--- src/rtl/uart_pkg.sv ---
// Shared definitions for the memory-mapped UART transmitter: register offsets,
// STATUS bit positions and the transmit FSM state encoding.
package uart_pkg;

    localparam logic [3:0] OFF_TXDATA = 4'h0;
    localparam logic [3:0] OFF_STATUS = 4'h4;
    localparam logic [3:0] OFF_DIV    = 4'h8;

    localparam int ST_FULL    = 0;
    localparam int ST_EMPTY   = 1;
    localparam int ST_BUSY    = 2;
    localparam int ST_OVF     = 3;
    localparam int ST_CNT_LSB = 4;

    typedef enum logic [1:0] {
        IDLE  = 2'd0,
        START = 2'd1,
        DATA  = 2'd2,
        STOP  = 2'd3
    } uart_tx_state_e;

    // A programmed divisor of zero would stall the line, so it behaves as one.
    function automatic logic [15:0] eff_div(input logic [15:0] div);
        return (div == 16'd0) ? 16'd1 : div;
    endfunction

endpackage

--- src/rtl/sync_fifo.sv ---
// Small single-clock FIFO with a combinational head output; a push into a full
// FIFO is only accepted when a pop happens on the same edge.
module sync_fifo #(
    parameter int WIDTH = 8,
    parameter int DEPTH = 4,
    localparam int AW   = $clog2(DEPTH)
) (
    input  logic             clk,
    input  logic             rst,
    input  logic             push,
    input  logic             pop,
    input  logic [WIDTH-1:0] din,
    output logic [WIDTH-1:0] dout,
    output logic             full,
    output logic             empty,
    output logic [AW:0]      count
);

    logic [WIDTH-1:0] mem_q [DEPTH];
    logic [AW-1:0]    wr_ptr_q, rd_ptr_q;
    logic [AW:0]      count_q, count_d;
    logic             do_push, do_pop;

    assign full    = (count_q == (AW+1)'(DEPTH));
    assign empty   = (count_q == '0);
    assign count   = count_q;
    assign dout    = mem_q[rd_ptr_q];
    assign do_pop  = pop && !empty;
    assign do_push = push && (!full || do_pop);

    always_comb begin
        count_d = count_q;
        case ({do_push, do_pop})
            2'b10:   count_d = count_q + 1'b1;
            2'b01:   count_d = count_q - 1'b1;
            default: count_d = count_q;
        endcase
    end

    always_ff @(posedge clk or posedge rst) begin
        if (rst) begin
            wr_ptr_q <= '0;
            rd_ptr_q <= '0;
            count_q  <= '0;
        end else begin
            if (do_push) wr_ptr_q <= wr_ptr_q + 1'b1;
            if (do_pop)  rd_ptr_q <= rd_ptr_q + 1'b1;
            count_q <= count_d;
        end
    end

    // Storage carries no reset; only the pointers define validity.
    always_ff @(posedge clk) begin
        if (do_push) mem_q[wr_ptr_q] <= din;
    end

endmodule

--- src/rtl/mmio_uart_tx.sv ---
// Memory-mapped 8N1 UART transmitter: address decode, TXDATA/STATUS/DIV
// registers, a TX FIFO and the serialising FSM with its baud counter.
module mmio_uart_tx
    import uart_pkg::*;
#(
    parameter logic [31:0] BASE      = 32'h8000_0000,
    parameter int          DEPTH     = 4,
    parameter logic [15:0] DIV_RESET = 16'd868,
    localparam int         CW        = $clog2(DEPTH) + 1
) (
    input  logic        clk,
    input  logic        rst,
    input  logic [31:0] addr,
    input  logic [31:0] wdata,
    input  logic        wr,
    output logic [31:0] rdata,
    output logic        tx
);

    uart_tx_state_e state_q, state_d;
    logic [15:0]    cnt_q, cnt_d;
    logic [15:0]    div_q;
    logic [15:0]    div_m1;
    logic [2:0]     bit_idx_q, bit_idx_d;
    logic [7:0]     shreg_q, shreg_d;
    logic           tx_q, tx_d;
    logic           ovf_q, ovf_d;

    logic           hit;
    logic [3:0]     off;
    logic           wr_txdata, wr_status, wr_div;
    logic           fifo_pop, fifo_full, fifo_empty;
    logic [7:0]     fifo_dout;
    logic [CW-1:0]  fifo_count;
    logic [31:0]    status_w;
    logic           unused_bits;

    assign hit       = (addr[31:4] == BASE[31:4]);
    assign off       = {addr[3:2], 2'b00};
    assign wr_txdata = wr && hit && (off == OFF_TXDATA);
    assign wr_status = wr && hit && (off == OFF_STATUS);
    assign wr_div    = wr && hit && (off == OFF_DIV);
    assign div_m1    = eff_div(div_q) - 16'd1;
    assign tx        = tx_q;
    assign unused_bits = ^{wdata[31:16], addr[1:0]};

    sync_fifo #(
        .WIDTH (8),
        .DEPTH (DEPTH)
    ) u_fifo (
        .clk   (clk),
        .rst   (rst),
        .push  (wr_txdata),
        .pop   (fifo_pop),
        .din   (wdata[7:0]),
        .dout  (fifo_dout),
        .full  (fifo_full),
        .empty (fifo_empty),
        .count (fifo_count)
    );

    always_comb begin
        status_w                     = '0;
        status_w[ST_FULL]            = fifo_full;
        status_w[ST_EMPTY]           = fifo_empty;
        status_w[ST_BUSY]            = (state_q != IDLE);
        status_w[ST_OVF]             = ovf_q;
        status_w[ST_CNT_LSB +: 4]    = 4'(fifo_count);
    end

    always_comb begin
        rdata = '0;
        if (hit) begin
            case (off)
                OFF_STATUS: rdata = status_w;
                OFF_DIV:    rdata = {16'h0000, div_q};
                default:    rdata = '0;
            endcase
        end
    end

    // A dropped byte is one pushed while full with no pop freeing a slot.
    always_comb begin
        ovf_d = ovf_q;
        if (wr_status && wdata[ST_OVF])
            ovf_d = 1'b0;
        else if (wr_txdata && fifo_full && !fifo_pop)
            ovf_d = 1'b1;
    end

    always_comb begin
        state_d   = state_q;
        cnt_d     = cnt_q;
        bit_idx_d = bit_idx_q;
        shreg_d   = shreg_q;
        tx_d      = tx_q;
        fifo_pop  = 1'b0;
        case (state_q)
            IDLE: begin
                if (!fifo_empty) begin
                    fifo_pop = 1'b1;
                    shreg_d  = fifo_dout;
                    tx_d     = 1'b0;
                    cnt_d    = div_m1;
                    state_d  = START;
                end
            end
            START: begin
                if (cnt_q == 16'd0) begin
                    tx_d      = shreg_q[0];
                    cnt_d     = div_m1;
                    bit_idx_d = 3'd0;
                    state_d   = DATA;
                end else begin
                    cnt_d = cnt_q - 16'd1;
                end
            end
            DATA: begin
                if (cnt_q == 16'd0) begin
                    cnt_d = div_m1;
                    if (bit_idx_q == 3'd7) begin
                        tx_d    = 1'b1;
                        state_d = STOP;
                    end else begin
                        // Line carries shreg_q[0]; the next bit sits one place up.
                        shreg_d   = {1'b0, shreg_q[7:1]};
                        tx_d      = shreg_q[1];
                        bit_idx_d = bit_idx_q + 3'd1;
                    end
                end else begin
                    cnt_d = cnt_q - 16'd1;
                end
            end
            STOP: begin
                if (cnt_q == 16'd0) begin
                    if (!fifo_empty) begin
                        fifo_pop = 1'b1;
                        shreg_d  = fifo_dout;
                        tx_d     = 1'b0;
                        cnt_d    = div_m1;
                        state_d  = START;
                    end else begin
                        state_d = IDLE;
                    end
                end else begin
                    cnt_d = cnt_q - 16'd1;
                end
            end
            default: state_d = IDLE;
        endcase
    end

    always_ff @(posedge clk or posedge rst) begin
        if (rst) begin
            state_q   <= IDLE;
            cnt_q     <= '0;
            bit_idx_q <= '0;
            shreg_q   <= '0;
            tx_q      <= 1'b1;
            ovf_q     <= 1'b0;
            div_q     <= DIV_RESET;
        end else begin
            state_q   <= state_d;
            cnt_q     <= cnt_d;
            bit_idx_q <= bit_idx_d;
            shreg_q   <= shreg_d;
            tx_q      <= tx_d;
            ovf_q     <= ovf_d;
            if (wr_div) div_q <= wdata[15:0];
        end
    end

endmodule
--- config.mk ---
export PLATFORM = sky130hd
export DESIGN_NAME = mmio_uart_tx
export DESIGN_NICKNAME = d
export VERILOG_FILES = /design/src/rtl/uart_pkg.sv /design/src/rtl/sync_fifo.sv /design/src/rtl/mmio_uart_tx.sv
export SDC_FILE = /design/constraint.sdc
export NUM_CORES = 1
export LEC_CHECK = 0
export CORE_MARGIN = 5
export CORE_UTILIZATION = 54
export CTS_BUF_LIST = sky130_fd_sc_hd__clkbuf_8
export CTS_CLUSTER_DIAMETER = 150
export DETAILED_ROUTE_END_ITERATION = 6
export PLACE_DENSITY = 0.84
export SETUP_SLACK_MARGIN = 0.3
export SLEW_MARGIN = 10
export SYNTH_ARGS = -nofsm -noshare
export SYNTH_HDL_FRONTEND = slang
export SYNTH_SLANG_ARGS = --single-unit
--- constraint.sdc ---
create_clock -name clk -period 3.2 [get_ports clk]
set_input_delay 0.64 -clock clk [delete_from_list [all_inputs] [get_ports clk]]
set_output_delay 0.64 -clock clk [all_outputs]
set_load 0.02 [all_outputs]
==> results.yml <==
status:
  run_status: "finished, final reports clean"
route:
  wl_per_cell_um: 20.3
  drt-pass1-iter-count: 5
  ant_nets: 0
  vias: 4405
  drc: 0
  via_per_inst: 6.21
  drt_iter0_drc: 397
  routed_wl_um: 14400
sta:
  fin_tns_setup_ns: 0
  relSlewSlack_pct: 49.3
  fmax_mhz: 340
  rsz0062_at_grt: "true"
  timing_hold_violations_final: 0
  fin_crit_ns: 2.94
  worst_pin_slew_ns: 0.760
  fin_crit_sh_pct: 92.0
  drv_slew: 0
  setup_violations: 0
  skew_ns: 0.0121
synthesis:
  synth-seq-cells: 86
  syn_area_per_cell_um2: 10.7
  syn_area_um2: 5220
  ys.flop_type: "dfrtp_1"
  async_reset_ff_share_pct: 62.8
  netlist_instances: 489
  ys_seq_area_share_pct: 44.4
  yosys_warnings: 0
  synth_edf_count: 32
  synth.distinct_cells: 75
power_and_ir_drop:
  p_sw_share_pct: 25.3
  p_int_w: 0.00156
  powerDensity_nw_per_um2: 320
  pwr-share-seq_pct: 58.2
  clock_power_share_pct: 34.2
  p_total_w: 0.00209
  combPwrFrac_pct: 7.5
  p_sw_w: 0.000530
  p_leak_nw: 2.90
  vdd_ir_drop_max_uv: 256
die:
  coreArea_um2: 9330
  dieWidth_um: 108
  pin_count: 100
  dieArea_um2: 11700
  die_h_um: 108
  initial_core_util_pct: 56.0
  rows: 35
job:
  drv_cap: 0
grt:
  antenna_found_initial: 0
  grt_pass1_wl_um: 22300
  gr-total-overflow: 0
  grt_max_degree: 30
  grt_pass1_vias: 4381
  grt.total_usage_pct: 24.3
setup_path:
  cp_top_family: "simple AND/OR/NAND/NOR gates"
  worstPathArrival_ns: 2.30
  path_class: "in -> out"
  path_cells: "clkdlybuf4s15_1, nor4_2, nand4_1, nor3_4, buf_6, nand2_8, nor2_4, buf_6"
  required_ns: 2.56
  max_stage_delay_ns: 0.35
  cpMaxStageDelayCell: "nor4_2"
  critPathLaunchType: "input port"
  end_kind: "primary output"
  cpMostUsedCell: "buf_6"
  cp_max_fo: 7
  crit_buf_inv: 3
clocking:
  cts_max_level: 3
  root_buffer: "clkbuf_8"
  clk_latency_ns: 0.36
  path_clk_slew_ns: 0.09
  clock_path_buffers: 2
  cts_tree: "yes"
  numCtsBuffers: 9
  ctsHoldBuffers: 0
  cts_sinks: 86
place:
  dp_hpwl_um: 9600
  port_buffers: 65
  dp_cells: 683
  placedInstanceArea_um2: 6110
  gp_congestion: 0.955
cells_and_area:
  instances_no_fill: 709
  final_cell_mix: "47 x dfrtp_1, 34 x nand2_1, 32 x edfxtp_1"
  final_net_count: 659
  diodes: 0
  layout-drive-gt1-share_pct: 25.7
  layout_commonest_cell: "dfrtp_1"
  final_area_um2: 6540
  fill_cells: 616
  area_growth_pct: 25.3
min_path:
  hold_class: "reg -> reg"
## synthesized netlist by cell type, types with 8 or more instances
library cell	number	share of area (%)
ha_1	16	3.8
and3_1	10	1.2
dfrtp_1	48	23
a22oi_1	8	1.2
buf_4	16	2.3
nand2_1	35	2.5
nand3_1	16	1.5
mux4_2	8	3.5
nor2_1	38	2.7
edfxtp_1	32	18
inv_1	19	1.4
mux2_2	25	5.4
a21oi_1	16	1.5
xor2_1	12	2.0
clkbuf_1	14	1.0
nor4_1	10	1.2
o21ai_0	17	1.6
nor3_1	14	1.3
## layout make-up
class | instances | area (um^2) | share of cell area, %
Clock buffer | 9 | 124 | 1.89
Clock inverter | 7 | 55.1 | 0.842
Inverter | 19 | 71.3 | 1.09
Multi-Input combinational cell | 359 | 2820 | 43.2
Sequential cell | 86 | 2320 | 35.5
Tap cell | 129 | 161 | 2.47
Timing Repair Buffer | 100 | 986 | 15.1
## stage by stage
step	util [%]	hold slack, ns	setup WS, ns
global placement	65.5	0.471	-0.215
finish	70.1	0.496	0.256
detailed placement	65.5	0.475	-0.240
global route	70.1	0.516	0.204
CTS	68.6	0.499	0.283
floorplan	-	0.451	0.561
## worst reg2reg max path: stages (launching register included)
cell	delay, ns
dfrtp_2	0.47
or4_4	0.55
nor3_4	0.26
a31oi_4	0.12
ha_2	0.20
nor3b_4	0.16
nand3b_1	0.14
xor2_2	0.24
a221o_1	0.20
a21bo_2	0.22
a22o_1	0.17
## registers in the layout, indices dropped and copies added (netlist names), 3 cells and up
signal	cells
u_fifo.mem_q	32
cnt_q	16
div_q	16
shreg_q	8
bit_idx_q	3
u_fifo.count	3
## final timing paths
check                           startpoint         end  slack [ns]  cells after the start
worst max-delay path               addr[4]    rdata[4]        0.26                      8
worst min-delay path            shreg_q[7]  shreg_q[7]        0.50                      1
worst max register to register   div_q[12]    cnt_q[8]        0.38                     10
worst min register to register  shreg_q[7]  shreg_q[7]        0.50                      1
max in group asynchronous              rst    div_q[9]        1.84                      3
min in group asynchronous              rst  shreg_q[4]        0.69                      2
## power by group through the flow
stage | Sequential, W | Clock, W | Combinational, W
after floorplan | 0.00123 | 0 | 0.0000844
after global placement | 0.00124 | 0 | 0.000146
after detailed placement | 0.00124 | 0 | 0.000152
after CTS | 0.00122 | 0.000725 | 0.000153
after global routing | 0.00122 | 0.000786 | 0.000173
final | 0.00122 | 0.000717 | 0.000158
## kinds of logic after synthesis
| group | count (synthesis) | synth area share [%] |
|---|---|---|
| simple gates | 170 | 18.4 |
| compound gates | 92 | 12.6 |
| flops | 86 | 44.4 |
| buf+inv | 59 | 5.80 |
| mux | 45 | 11.3 |
| xor+xnor | 19 | 3.19 |
| fa+ha+maj | 17 | 4.22 |
| other cells | 1 | 0.0718 |
## routing by layer
metal,global-route usage (%),part of all wire [%],up-vias
li1,-,-,1951
met1,32.0,40,2122
met2,40.8,49,288
met3,4.36,8.5,44
met4,8.12,3.5,0
met5,0,0,-
## what timing repair did
action,4_1_cts,5_1_grt
resized for setup,122,32
setup endpoints to repair,19,57
hold endpoints to repair,0,0
gates cloned,1,0
setup buffers,1,8
pin swaps,19,17
No activity file was read; power rests on OpenSTA's default activity.
==> RTL edit 1, RTL diff (same flow settings) <==
The parameter `DIV_RESET` goes from 16'd868 to 16'd512.
--- a/src/rtl/mmio_uart_tx.sv
+++ b/src/rtl/mmio_uart_tx.sv
@@ -7,3 +7,3 @@
     parameter int          DEPTH     = 4,
-    parameter logic [15:0] DIV_RESET = 16'd868,
+    parameter logic [15:0] DIV_RESET = 16'd512,
     localparam int         CW        = $clog2(DEPTH) + 1
Function: changed (Yosys sat finds a counterexample within 4 cycles, from zero or initial values and one cycle with rst high).
==> RTL edit 1 against the unedited design <==
Core utilization rose by 0.34 points. Sequential cell count did not move. Cell area rose by 0.48%. The run now ends with DRC left. Setup slack improved by 0.013 ns. Routed wire length rose by 7.8%. Highest routed layer unchanged. Critical endpoint is now u_fifo.count[2]. Area after synthesis barely moved. Total power rose by 6.3%. Via count rose by 6.2%.
==> RTL edit 1: results (changes against the unedited design) <==
[worst_setup_path]
r2r.worst_path.cells = 9  ; -1
cpPeakStageDelay_ns = 0.55  ; +0.20 ns
timing.rr.start = cnt_q[0]
worstPathMaxFanout = 5  ; -2
cp_slowest_cell = or4_1
worstSetupStartpointType = flip-flop
endpoint = u_fifo.count[2]
critical_path_arrival_ns = 3.21  ; +0.91 ns
r2r_setup_slack_ns = 0.27  ; -0.11 ns

[timing]
skew_ns = 0.00912  ; -0.00301 ns
fin_crit_ns = 2.93  ; -0.0131 ns
hold_slack_ns = 0.502  ; +0.00609 ns
worstMarginPinSlew_ns = 0.707  ; -0.0525 ns

[run_status]
status = complete, but fails checks
violations = DRC

[logic_synthesis]
synth_common_cells = dfrtp_1 (52), nor2_1 (38), nand2_1 (35)
async_flop_share_pct = 62.8  ; unchanged
synth_edf_count = 32  ; unchanged
synth_area_leaders = dfrtp_1 (25%), edfxtp_1 (18%), mux2_2 (5.4%)
ys_seq_area_share_pct = 44.4  ; -0.053 points

[pwr]
peakVddDrop_v = 0.000259  ; +1.2%
pwr-share-seq_pct = 54.8  ; -3.4 points
p_total_mw = 2.23  ; +6.3%
power_frac_comb_pct = 6.8  ; -0.7 points
p_sw_share_pct = 23.0  ; -2.2 points
p_leak_nw = 2.89  ; -0.38%

[place]
gp_congestion = 0.943  ; -1.3%
port_buffers = 65  ; unchanged
placed_area_um2 = 6090  ; -0.33%
dp.cells = 686  ; +0.44%
pre_cts_ws_ns = -0.208  ; +0.0326 ns
hpwl_mm = 9.91  ; +3.2%

[global_routing]
grt_max_degree = 25  ; -17%
track_usage_pct = 25.8  ; +1.5 points
grt_pass1_vias = 4558  ; +4.0%
grt_pass1_wl_mm = 23.5  ; +5.5%

[final_layout]
nMultiInputCombCells = 359  ; unchanged
signal_buffers = 110  ; +10%
clock_tree_area_fraction_pct = 3.37  ; +0.63 points
reg_top3 = u_fifo.mem_q (32), cnt_q (16), div_q (16)
final_cells = 719  ; +1.4%
buf_share_pct = 15.7  ; +0.59 points
nFillCells = 562  ; -8.8%
nets = 669  ; +1.5%
synthToLayoutAreaGrowth_pct = 26.0
register_area_um2 = 2320  ; -0.16%
layout-drive-gt1-share_pct = 25.6  ; -0.096 points
nFlopsAndLatches = 86  ; unchanged
multiInputGateArea_um2 = 2770  ; -1.8%

[drt]
routed_wl_mm = 15.5  ; +7.8%
vias = 4679  ; +6.2%
dr.pass1.iters = 7  ; +2
drtIter0Drc = 600  ; +51%
route.detailed.drc = 34  ; +34

[min_path]
min_from = shreg_q[6]
min_to = shreg_q[6]

[floorplanning]
die_area_um2 = 11700  ; about the same

==> RTL edit 1: worst max-delay path, delay by kind of cell (launching register included) <==
family,cells,cell delay (ns)
DFF,1,0.42
and+or+nand+nor,4,1.21
AOI/OAI and AO/OA,2,0.38
buffers and inverters,1,0.14
adders and majority gates,2,0.70
==> RTL edit 1: kinds of logic after synthesis <==
logic type	after synthesis	synth area share, %
other	1	0.0719
multiplexers	45	11.3
buffers and inverters	59	5.81
AND/OR/NAND/NOR	170	18.4
flip-flops	86	44.4
adder cells (fa/ha/maj)	17	4.22
XOR/XNOR	19	3.19
AO/OA/AOI/OAI	92	12.6
==> RTL edit 1: per-layer routing <==
layer / track usage (%) / share of wire, %
met2: 43.6 / 48
met1: 32.8 / 36
met4: 10.6 / 4.7
met3: 4.66 / 11
met5: 0 / 0
==> RTL edit 1: timing repair <==
item	4_1_cts	5_1_grt
resized for setup	111	29
pin swaps	9	17
gates cloned	1	0
setup buffers	4	12
setup endpoints to repair	19	50
==> RTL edit 2, RTL diff (same settings) <==
Without the edit above. Add an input register stage for `addr`, `wdata` and `wr`, without a reset; this delays them by one clock.
--- a/src/rtl/mmio_uart_tx.sv
+++ b/src/rtl/mmio_uart_tx.sv
@@ -19,2 +19,12 @@
 
+    logic [31:0] addr_q;
+    logic [31:0] wdata_q;
+    logic wr_q;
+
+    always_ff @(posedge clk) begin
+        addr_q  <= addr;
+        wdata_q <= wdata;
+        wr_q    <= wr;
+    end
+
     uart_tx_state_e state_q, state_d;
@@ -37,10 +47,10 @@
 
-    assign hit       = (addr[31:4] == BASE[31:4]);
-    assign off       = {addr[3:2], 2'b00};
-    assign wr_txdata = wr && hit && (off == OFF_TXDATA);
-    assign wr_status = wr && hit && (off == OFF_STATUS);
-    assign wr_div    = wr && hit && (off == OFF_DIV);
+    assign hit       = (addr_q[31:4] == BASE[31:4]);
+    assign off       = {addr_q[3:2], 2'b00};
+    assign wr_txdata = wr_q && hit && (off == OFF_TXDATA);
+    assign wr_status = wr_q && hit && (off == OFF_STATUS);
+    assign wr_div    = wr_q && hit && (off == OFF_DIV);
     assign div_m1    = eff_div(div_q) - 16'd1;
     assign tx        = tx_q;
-    assign unused_bits = ^{wdata[31:16], addr[1:0]};
+    assign unused_bits = ^{wdata_q[31:16], addr_q[1:0]};
 
@@ -54,3 +64,3 @@
         .pop   (fifo_pop),
-        .din   (wdata[7:0]),
+        .din   (wdata_q[7:0]),
         .dout  (fifo_dout),
@@ -84,3 +94,3 @@
         ovf_d = ovf_q;
-        if (wr_status && wdata[ST_OVF])
+        if (wr_status && wdata_q[ST_OVF])
             ovf_d = 1'b0;
@@ -168,3 +178,3 @@
             ovf_q     <= ovf_d;
-            if (wr_div) div_q <= wdata[15:0];
+            if (wr_div) div_q <= wdata_q[15:0];
         end
Function: changed (Yosys sat finds a counterexample within 4 cycles, from zero or initial values and one cycle with rst high).
==> RTL edit 2 against the unedited design <==
Core utilization decreased by 3.6 points. Clock power up 95%. Critical path depth grew 2. Area after synthesis rose by 16%. Via count up 3.5%. Sequential share of layout area is 9.4 points higher. Total power rose by 56%. Routed wire length is 1.4% lower. Fmax up 3.9%. Global-route usage decreased by 2.4 points. Sequential cell count is 47 higher. Cell area grew 11%. Setup slack better by 0.11 ns. Critical endpoint is now cnt_q[10]. Largest power group unchanged.
==> RTL edit 2: results (changes against the unedited design) <==
[run_status]
status = finished clean

[global_routing]
grt_use_met3_pct = 6.01  ; +1.6 points
grt_pass1_vias = 4592  ; +4.8%
use_met2_pct = 38.1  ; -2.7 points
grt_pass1_wl_mm = 22.6  ; +1.4%
grt_max_degree = 27  ; -10%
grt_use_met1_pct = 26.3  ; -5.8 points
track_usage_pct = 21.9  ; -2.4 points

[logic_synthesis]
async_flop_share_pct = 40.6  ; -22 points
ys_seq_area_share_pct = 53.7  ; +9.2 points
synth_area_leaders = dfrtp_1 (20%), edfxtp_1 (16%), dfxtp_1 (15%)
syn_inst = 540  ; +10%
synth_common_cells = dfrtp_1 (48), dfxtp_1 (47), nand2_1 (40)
synthDistinctLibCells = 72  ; -4.0%

[place]
gp_congestion = 0.969  ; +1.4%
hpwl_mm = 9.90  ; +3.1%
dp.cells = 736  ; +7.8%

[final_layout]
nets = 700  ; +6.2%
nFillCells = 749  ; +22%
reg_top3 = u_fifo.mem_q (32), addr_q (30)
layout-drive-gt1-share_pct = 17.3  ; -8.4 points
final_cells = 769  ; +8.5%

[drt]
viasPerCell = 5.93  ; -4.5%
drtIter0Drc = 438  ; +10%
dr.pass1.iters = 6  ; +1

[run]
cap_viol_max_count = 0  ; unchanged

[pwr]
p_leak_nw = 3.07  ; +5.9%
peakVddDrop_v = 0.000524  ; +100%

[worst_setup_path]
worstPathMaxFanout = 9  ; +2
cpPeakStageDelay_ns = 0.60  ; +0.25 ns
cp_slowest_cell = or4_4
critical_path_arrival_ns = 3.14  ; +0.84 ns

[clock_network]
cts_buffers = 17  ; +8
cts_max_level = 4  ; +1
clk_latency_ns = 0.43  ; +0.07 ns

[timing]
skew_ns = 0.0106  ; -0.00151 ns
slew_headroom_pct = 35.5  ; -14 points

==> RTL edit 2: cells by family (layout without fill, tap and decap cells) <==
family / count (synthesis) / in the layout / synth area share [%]
XOR/XNOR: 24 / 24 / 3.46
AO/OA/AOI/OAI: 104 / 104 / 11.4
buffers and inverters: 61 / 135 / 5.11
multiplexers: 35 / 35 / 7.77
flip-flops: 133 / 133 / 53.7
AND/OR/NAND/NOR: 165 / 165 / 14.9
other: 1 / 16 / 0.0617
adder cells (fa/ha/maj): 17 / 17 / 3.63
==> RTL edit 2: stage by stage <==
stage	hold WS, ns	instance area (um^2)	setup slack (ns)	power (mW)
after global placement	0.443	6850	0.407	1.91
after detailed placement	0.447	6850	0.363	1.91
after CTS	0.464	7240	0.324	3.29
final	0.464	7270	0.366	3.28
after floorplan	0.440	6130	0.521	1.85
after global routing	0.488	7270	0.229	3.40
==> RTL edit 2: per-layer routing <==
metal / vias to the layer above / wire length [um]
met3: 35 / 1090
met5: - / 0
li1: 2093 / -
met2: 234 / 7250
met4: 0 / 313
met1: 2199 / 5500
==> RTL edit 2: final timing paths <==
kind,from,cells after the start,to
worst max-delay path,div_q[7],10,cnt_q[10]
worst min-delay path,wdata_q[9],1,div_q[9]
worst max register to register,div_q[7],10,cnt_q[10]
worst min register to register,wdata_q[9],1,div_q[9]
max in group asynchronous,rst,3,div_q[9]
min in group asynchronous,rst,2,u_fifo.wr_ptr_q[0]
==> RTL edit 2: critical path: cells and delay by family (launching register included) <==
kind                       cells  cell delay [ns]
DFF                            1             0.46
and+or+nand+nor                4             1.03
AOI/OAI and AO/OA              3             0.59
buffers and inverters          1             0.16
xor gates and xnor gates       1             0.20
adders and majority gates      1             0.26
==> RTL edit 2: timing repair <==
item,4_1_cts,5_1_grt
resized for setup,20,20
pin swaps,0,2
setup endpoints to repair,17,20
setup buffers,0,1
gates cloned,0,0
hold buffers,0,0
==> RTL edit 2: where the power goes <==
group          internal, mW  switching (mW)  total [mW]
Combinational        0.0564          0.0466       0.103
Clock                 0.722           0.675        1.40
Sequential             1.76          0.0167        1.78
Total                  2.54           0.738        3.28
==> RTL edit 2: layout make-up <==
class                      count  area [um^2]  share of cell area [%]
sequential                   133         3260                    44.8
clock inverter                14          150                    2.06
multi-input combinational    361         2610                    35.9
inverter                      22         82.6                    1.14
clock buffer                  18          248                    3.41
timing repair buffer          81          744                    10.2
tap                          140          175                    2.41
